==> src/rtl/gray_to_rgb_pkg.sv <==
// Shared types and helpers for the grayscale-to-RGB888 stream expander.
// The optional pseudocolour build is selected with GRAY_TO_RGB_PSEUDOCOLOR_EN;
// see gray_to_rgb_map.sv.
package gray_to_rgb_pkg;

  typedef struct packed {
    logic [7:0] r;
    logic [7:0] g;
    logic [7:0] b;
  } rgb888_t;

  // Counter width for a range of n positions; never narrower than one bit.
  function automatic int cnt_width(input int n);
    return ($clog2(n) < 1) ? 1 : $clog2(n);
  endfunction

  localparam int DEF_WIDTH  = 28;
  localparam int DEF_HEIGHT = 28;
  localparam int DEF_X_W    = cnt_width(DEF_WIDTH);
  localparam int DEF_Y_W    = cnt_width(DEF_HEIGHT);

  // Grey replicate, or a cold-to-hot ramp: blue->green below mid-scale,
  // green->red above it, both driven by the low seven bits doubled.
  function automatic rgb888_t map_gray(input logic [7:0] gray, input logic pseudo);
    rgb888_t    c;
    logic [7:0] ramp;
    ramp = {gray[6:0], 1'b0};
    if (!pseudo) begin
      c.r = gray;
      c.g = gray;
      c.b = gray;
    end else if (!gray[7]) begin
      c.r = 8'h00;
      c.g = ramp;
      c.b = ~ramp;
    end else begin
      c.r = ramp;
      c.g = ~ramp;
      c.b = 8'h00;
    end
    return c;
  endfunction

endpackage

==> src/rtl/gray_to_rgb_map.sv <==
// Combinational colour mapper between the capture stage and the output stage.
// Defining GRAY_TO_RGB_PSEUDOCOLOR_EN selects the heat-map palette; otherwise
// the grey level is replicated onto all three channels.
module gray_to_rgb_map
  import gray_to_rgb_pkg::*;
(
  input  logic [7:0] gray,
  output rgb888_t    rgb
);

`ifdef GRAY_TO_RGB_PSEUDOCOLOR_EN
  assign rgb = map_gray(gray, 1'b1);
`else
  assign rgb = map_gray(gray, 1'b0);
`endif

endmodule

==> src/rtl/gray_to_rgb_stream.sv <==
// Streaming grayscale to RGB888 expander with raster markers.
// Two register stages: S1 captures the (optionally inverted) grey level and
// its raster position, S2 holds the mapped colour and markers for the output.
// Palette choice (GRAY_TO_RGB_PSEUDOCOLOR_EN) lives entirely in gray_to_rgb_map.
module gray_to_rgb_stream
  import gray_to_rgb_pkg::*;
#(
  parameter int WIDTH  = DEF_WIDTH,
  parameter int HEIGHT = DEF_HEIGHT
) (
  input  logic       i_CLK,
  input  logic       i_RESET_N,
  input  logic       i_CLEAR,
  input  logic       i_INVERT,
  input  logic [7:0] i_GRAY,
  input  logic       i_VALID,
  output logic       o_READY,
  output logic [7:0] o_RED,
  output logic [7:0] o_GREEN,
  output logic [7:0] o_BLUE,
  output logic       o_VALID,
  input  logic       i_READY,
  output logic       o_SOF,
  output logic       o_EOL,
  output logic       o_EOF,
  output logic [7:0] o_FRAME_CNT
);

  localparam int XW = cnt_width(WIDTH);
  localparam int YW = cnt_width(HEIGHT);
  localparam logic [XW-1:0] X_LAST = XW'(WIDTH - 1);
  localparam logic [YW-1:0] Y_LAST = YW'(HEIGHT - 1);

  logic [XW-1:0] x_p0;
  logic [YW-1:0] y_p0;

  logic [7:0]    gray_p1;
  logic [XW-1:0] x_p1;
  logic [YW-1:0] y_p1;
  logic          vld_p1;
  logic          sof_p1, eol_p1, eof_p1;

  rgb888_t       rgb_map;
  rgb888_t       rgb_p2;
  logic          sof_p2, eol_p2, eof_p2;
  logic          vld_p2;
  logic [7:0]    frame_cnt;

  logic          load_p2, load_p1, accept, out_fire;

  // S2 frees up when empty or handing off; S1 when empty or moving into S2.
  assign load_p2  = !vld_p2 || i_READY;
  assign load_p1  = !vld_p1 || load_p2;
  assign o_READY  = !i_CLEAR && load_p1;
  assign accept   = i_VALID && o_READY;
  assign out_fire = vld_p2 && i_READY;

  assign sof_p1 = (x_p1 == '0) && (y_p1 == '0);
  assign eol_p1 = (x_p1 == X_LAST);
  assign eof_p1 = eol_p1 && (y_p1 == Y_LAST);

  gray_to_rgb_map u_map (
    .gray (gray_p1),
    .rgb  (rgb_map)
  );

  // ---- stage 0: raster position of the next beat to be accepted ----
  // Raster position advances once per accepted beat, wrapping at line and frame end.
  always_ff @(posedge i_CLK or negedge i_RESET_N) begin
    if (!i_RESET_N) begin
      x_p0 <= '0;
      y_p0 <= '0;
    end else if (i_CLEAR) begin
      x_p0 <= '0;
      y_p0 <= '0;
    end else if (accept) begin
      if (x_p0 == X_LAST) begin
        x_p0 <= '0;
        y_p0 <= (y_p0 == Y_LAST) ? '0 : y_p0 + 1'b1;
      end else begin
        x_p0 <= x_p0 + 1'b1;
      end
    end
  end

  // ---- stage 1: capture grey level (inversion applied) and position ----
  // Capture stage: loads whenever it can, valid tracks whether a beat came in.
  always_ff @(posedge i_CLK or negedge i_RESET_N) begin
    if (!i_RESET_N) begin
      vld_p1  <= 1'b0;
      gray_p1 <= '0;
      x_p1    <= '0;
      y_p1    <= '0;
    end else if (i_CLEAR) begin
      vld_p1 <= 1'b0;
    end else if (load_p1) begin
      vld_p1 <= accept;
      if (accept) begin
        gray_p1 <= i_INVERT ? ~i_GRAY : i_GRAY;
        x_p1    <= x_p0;
        y_p1    <= y_p0;
      end
    end
  end

  // ---- stage 2: mapped colour and markers, held until downstream takes them ----
  // Output stage: data only changes when a new beat moves in, so stalled outputs stay put.
  always_ff @(posedge i_CLK or negedge i_RESET_N) begin
    if (!i_RESET_N) begin
      vld_p2 <= 1'b0;
      rgb_p2 <= '0;
      sof_p2 <= 1'b0;
      eol_p2 <= 1'b0;
      eof_p2 <= 1'b0;
    end else if (i_CLEAR) begin
      vld_p2 <= 1'b0;
    end else if (load_p2) begin
      vld_p2 <= vld_p1;
      if (vld_p1) begin
        rgb_p2 <= rgb_map;
        sof_p2 <= sof_p1;
        eol_p2 <= eol_p1;
        eof_p2 <= eof_p1;
      end
    end
  end

  // Completed-frame count bumps when an end-of-frame beat leaves; flush leaves it alone.
  always_ff @(posedge i_CLK or negedge i_RESET_N) begin
    if (!i_RESET_N) begin
      frame_cnt <= '0;
    end else if (out_fire && eof_p2) begin
      frame_cnt <= frame_cnt + 8'd1;
    end
  end

  assign o_VALID     = vld_p2;
  assign o_RED       = rgb_p2.r;
  assign o_GREEN     = rgb_p2.g;
  assign o_BLUE      = rgb_p2.b;
  assign o_SOF       = sof_p2;
  assign o_EOL       = eol_p2;
  assign o_EOF       = eof_p2;
  assign o_FRAME_CNT = frame_cnt;

endmodule

==> config.mk <==
export PLATFORM = sky130hd
export DESIGN_NAME = gray_to_rgb_stream
export DESIGN_NICKNAME = d
export VERILOG_FILES = /design/src/rtl/gray_to_rgb_pkg.sv /design/src/rtl/gray_to_rgb_map.sv /design/src/rtl/gray_to_rgb_stream.sv
export SDC_FILE = /design/constraint.sdc
export NUM_CORES = 1
export LEC_CHECK = 0
export CORE_AREA = 4 4 122 66
export CTS_BUF_LIST = sky130_fd_sc_hd__clkbuf_4 sky130_fd_sc_hd__clkbuf_8
export DETAILED_ROUTE_END_ITERATION = 7
export DIE_AREA = 0 0 126 70
export GPL_TIMING_DRIVEN = 0
export REMOVE_ABC_BUFFERS = 1
export SLEW_MARGIN = 10
export SYNTH_ARGS = -nofsm -noshare
export SYNTH_HDL_FRONTEND = slang
export SYNTH_SLANG_ARGS = --single-unit
export TNS_END_PERCENT = 5
==> constraint.sdc <==
create_clock -name i_CLK -period 1.9 [get_ports i_CLK]
set_input_delay 0.38 -clock i_CLK [delete_from_list [all_inputs] [get_ports i_CLK]]
set_output_delay 0.38 -clock i_CLK [all_outputs]
set_load 0.01 [all_outputs]
## Word level (Yosys, flattened, before mapping)

Index checks and enable logic that the tools add are counted.

| word-level totals | value |
|---|---|
| word-level logic and storage cells | 53 |
| input port bits | 14 |
| register bits | 49 |
| output and inout bits | 37 |

| operators by class | value |
|---|---|
| bitwise logic cells | 2 |
| $add $sub $neg | 3 |
| equal/unequal tests | 4 |
| multiplexer cells | 12 |
| reduce and logical (&&, ||, !) cells | 20 |

Operators with widths:

| cell | number |
|---|---|
| 5-bit 2-to-1 mux | 7 |
| 5-bit == test (second input constant) | 4 |
| 5-bit by 1-bit adder with 5-bit output (second input constant) | 2 |
| 5-bit logical NOT | 2 |
| 8-bit by 1-bit adder with 8-bit output (second input constant) | 1 |
| 8-bit 2-to-1 mux | 1 |
| 8-bit inverter | 1 |
| 2-bit nonzero test | 4 |
| 1-bit logical AND | 6 |
| 3-bit AND reduction | 2 |
| 1-bit 2-to-1 mux | 4 |
| 1-bit logical NOT | 3 |
| 1-bit logical OR | 2 |
| 2-bit AND reduction | 1 |
| 1-bit inverter | 1 |

## Longest topological paths before layout

| depth | value |
|---|---|
| depth after elaboration | 7 |
| mapped depth | 6 |
| gate-level depth less buffers | 5 |

## By module

A second synthesis with hierarchy kept.

| unflattened totals | value |
|---|---|
| cells, all modules | 281 |
| area total of the unflattened synthesis | 2941.6 um^2 |

By module, submodules not included:

| module | area each (um^2) | instances | cells an instance | sequential area each (um^2) |
|---|---|---|---|---|
| gray_to_rgb_stream | 2761.4 | 1 | 257 | 1626.6 |
| gray_to_rgb_map | 180.2 | 1 | 24 | 0.0 |

## Worst setup path after synthesis

OpenSTA, ideal clock, no wires.

| timing path | value |
|---|---|
| kind | reg-to-reg |
| from | reg x_p0[0] |
| to | reg y_p0[0] |
| path slack | 0.459 ns |
| stages on the path, launching flop included | 6 |
| library setup time | 0.125 ns |
| data arrival time | 1.316 ns |
| period minus slack after synthesis | 1.441 ns |
| required time | 1.775 ns |
| buffers on the path | 0 |
| path through | dfrtp_1 -> ha_1 -> nand4b_4 -> nor3_4 -> nor2_2 -> mux2_4 |

| on the way | value |
|---|---|
| cells in the longest elaborated chain, start to end | 3 |

Ends and longest elaborated chain:

| what | RTL line | RTL |
|---|---|---|
| start: declaration | gray_to_rgb_stream.sv:34 | `logic [XW-1:0] x_p0;` |
| start signal: assignment | gray_to_rgb_stream.sv:81 | `x_p0 <= x_p0 + 1'b1;` |
| 5-bit == test | gray_to_rgb_stream.sv:77 | `if (x_p0 == X_LAST) begin` |
| 2-bit nonzero test (no line) | - |  |
| 2-bit AND reduction (no line) | - |  |
| end signal: assignment | gray_to_rgb_stream.sv:79 | `y_p0 <= (y_p0 == Y_LAST) ? '0 : y_p0 + 1'b1;` |
| end: declaration | gray_to_rgb_stream.sv:35 | `logic [YW-1:0] y_p0;` |

No other way between the ends.
A chain may end at the register's enable or synchronous reset.

## Worst setup path in the final report

| timing path | value |
|---|---|
| from | in i_VALID |
| to | reg x_p0[0] |

| on the way | value |
|---|---|
| cells in the longest elaborated chain, start to end | 2 |

Ends and longest elaborated chain:

| what | RTL line | RTL |
|---|---|---|
| start: declaration | gray_to_rgb_stream.sv:16 | `input logic i_VALID,` |
| 1-bit logical AND | gray_to_rgb_stream.sv:55 | `assign accept = i_VALID && o_READY;` |
| 2-bit nonzero test (no line) | - |  |

No other way between the ends.

==> impl_results.md <==
* CTS clk-pin slew, worst paths at 0.09 ns
* DR vias at 1660
* Worst Hold Class: input port to asynchronous set/reset pin
* Final Hold Fails at 0
* Leak at 1.36 nW
* Vias in the first global route at 1586
* Layout Cells excl Fill at 371
* Peak Freq at 575 MHz
* Worst reg-to-reg setup slack at 0.22 ns
* GRT Total Usage at 0.112
* Critical-path top delay cell: clkdlybuf4s50_1
* Slowest stage delay, CP at 0.55 ns
* Clock buffer count from CTS at 5
* Multi-input gate area at 966 µm²
* Tmin final at 1.74 ns
* Drt drc at 0
* Worst path required time at 2.08 ns
* Status: finished clean
* Number of antenna violations at the first check in global routing at 0
* Setup TNS Final at 0 ns
* Pwr Density at 821 nW/µm²
* Hold buffer count at cts at 0
* Layout Skew at 0.0113 ns
* TritonCTS clock tree: yes
* Std-Cell Rows at 22
* ANT cells at 0
* Die area at 8820 µm²
* Main synth FF type: dfrtp_1
* Max Slew Vio Count at 0
* Final setup viols at 0
* Dpl hpwl at 3.64 mm
* Initial DRT Pass Iterations at 4
* Area growth syn-to-layout at 24.7%
* Largest net degree at the start of global routing at 33
* Worst-margin pin slew at 0.588 ns
* Sequential Area at 1230 µm²
* Die width at 126 µm
* Setup crit end kind: flop
* Slew headroom at 0.608
* First-pass GRT wire length at 8.00 mm
* Final #Nets at 292
* Initial Util at 0.338
* Core Region at 7050 µm²
* RePlAce Congestion at 0.700
* CP bufs+invs at 1
* CP Launch Type: input port
* CP delay by family, top: simple AND/OR/NAND/NOR gates
* Syn avg cell area at 9.96 µm²
* Synth async-reset ratio at 1.00
* Final period util at 0.916
* Routed Antenna Nets at 0
* Critical path, cell by cell: clkdlybuf4s50_1 > nand2b_1 > nor2_2 > nor2_1 > mux2_2
* FF+latch count, synth at 49
* Total number of yosys warnings at 0
* Gr ovfl total at 0
* Clk Latency, worst-skew pair at 0.29 ns
* Peak supply drop at 325 µV
* Post-Place Cells at 361
* Data arrival time of the worst path at 1.92 ns
* H-tree level count at 2
* Share of cells above drive strength 1 at 0.109
* Crit-path max FO at 12
* Filler cells at 708
* Hold slack at 0.0145 ns
* Final Cell Area at 2970 µm²
* Mapped cell area at 2380 µm²
* Synth unique cells at 43
* Routed WL per cell at 13.2 µm
* RSZ-0062 raised after global routing: false
* Buffers on Ports at 50
* Post-Synthesis Cells at 239
* Utilization after layout at 0.421
* Root buf cell: clkbuf_8
* Placed inst area at 2850 µm²
* WL final at 4.88 mm
* Sequential cell area fraction in the yosys report at 0.515
* Routed vias/inst at 4.47
* DR iter-0 viols at 85
* Num Clock Sinks at 49
* Setup CP Type: input port to flop
* Ports at 51
* CTS Buffer Depth at 2
* Chip Height at 70 µm
* # Max-Cap Violations at 0
* Post-synth EDFFs at 0
cell type report:
type,instances,share of cell area
flip-flops and latches,49,0.413
clock buffers,7,0.0304
multi-input cells,159,0.325
repair buffers,54,0.183
inverters,6,0.00759
well taps,96,0.0405
layer usage:
metal / GRT usage / vias to the layer above / share of wire / routed length, µm
li1: - / 850 / - / -
met1: 0.174 / 772 / 0.56 / 2740
met2: 0.151 / 36 / 0.39 / 1880
met3: 0.0313 / 2 / 0.046 / 225
met4: 0.0285 / 0 / 0.0070 / 34
met5: 0 / - / 0 / 0
timing repair:
item / 4_1_cts / 5_1_grt
cloned: 0 / 0
endpoints found under the setup margin: 23 / 1
buffers inserted: 3 / 0
resized for setup: 7 / 1
path summary, 6_finish.rpt:
kind	to	startpoint	cells past startpoint
max in group asynchronous	o_VALID	i_RESET_N	2
max	x_p0[0]	i_VALID	5
min	y_p0[2]	i_RESET_N	1
min reg2reg	o_BLUE[3]	gray_p1[3]	2
max reg2reg	x_p0[0]	vld_p1	5
min in group i_CLK	o_BLUE[3]	gray_p1[3]	2
logic make-up (layout without fill, tap and decap cells):
family | Yosys count | after routing | share of synthesized area
compound gates | 26 | 26 | 0.0684
xor+xnor | 15 | 15 | 0.0552
fa+ha+maj | 3 | 3 | 0.0158
buf+inv | 31 | 67 | 0.0799
flops | 49 | 49 | 0.515
mux | 6 | 6 | 0.0284
simple gates | 109 | 109 | 0.237
flip-flops by register name, summed over array words and instances, names as in the netlist, 5 cells and up:
name,flops
o_FRAME_CNT,8
gray_p1,8
y_p1,5
x_p1,5
x_p0,5
y_p0,5
o_BLUE,8
Yosys cell counts (2+ instances only):
cell type | count | area share
nor2b_1 | 2 | 0.0053
nor3_1 | 2 | 0.0042
mux2i_1 | 3 | 0.013
dfrtp_1 | 49 | 0.52
mux2_2 | 2 | 0.0095
nand3b_1 | 2 | 0.0063
nand2_1 | 65 | 0.10
nor4_1 | 2 | 0.0053
inv_1 | 5 | 0.0079
o21ai_1 | 15 | 0.032
a21oi_1 | 4 | 0.0084
and3_1 | 2 | 0.0053
ha_1 | 3 | 0.016
nand4_1 | 3 | 0.0079
buf_4 | 18 | 0.057
nor2_1 | 9 | 0.014
nor2_2 | 2 | 0.0053
nand2b_1 | 3 | 0.0079
xnor2_1 | 13 | 0.048
buf_2 | 5 | 0.011
xor2_1 | 2 | 0.0074
nand3_1 | 7 | 0.015
layout by cell type (no fill, tap or decap), drive strengths merged, types with 4 or more instances in the layout:
cell type      instances
dfrtp                 49
clkdlybuf4s50         46
a21oi                  4
nand3                  7
nand2                 65
buf                    5
clkbuf                 7
xnor2                 13
nor2                  11
nor4                   4
inv                    6
o21ai                 15
stage by stage:
step	worst slack [ns]	power, W
after floorplan	0.424	0.00148
after global placement	-1.01	0.00183
after detailed placement	-0.974	0.00184
after CTS	0.00178	0.00248
after global routing	0.0835	0.00258
final	0.160	0.00244
power breakdown:
group	internal, W	leakage [nW]	total, W	switching [W]
sequential	0.00115	0.651	0.00124	0.0000941
combinational	0.000315	0.657	0.000566	0.000251
clock	0.000304	0.0477	0.000624	0.000321
No activity file was read; power rests on OpenSTA's default activity.
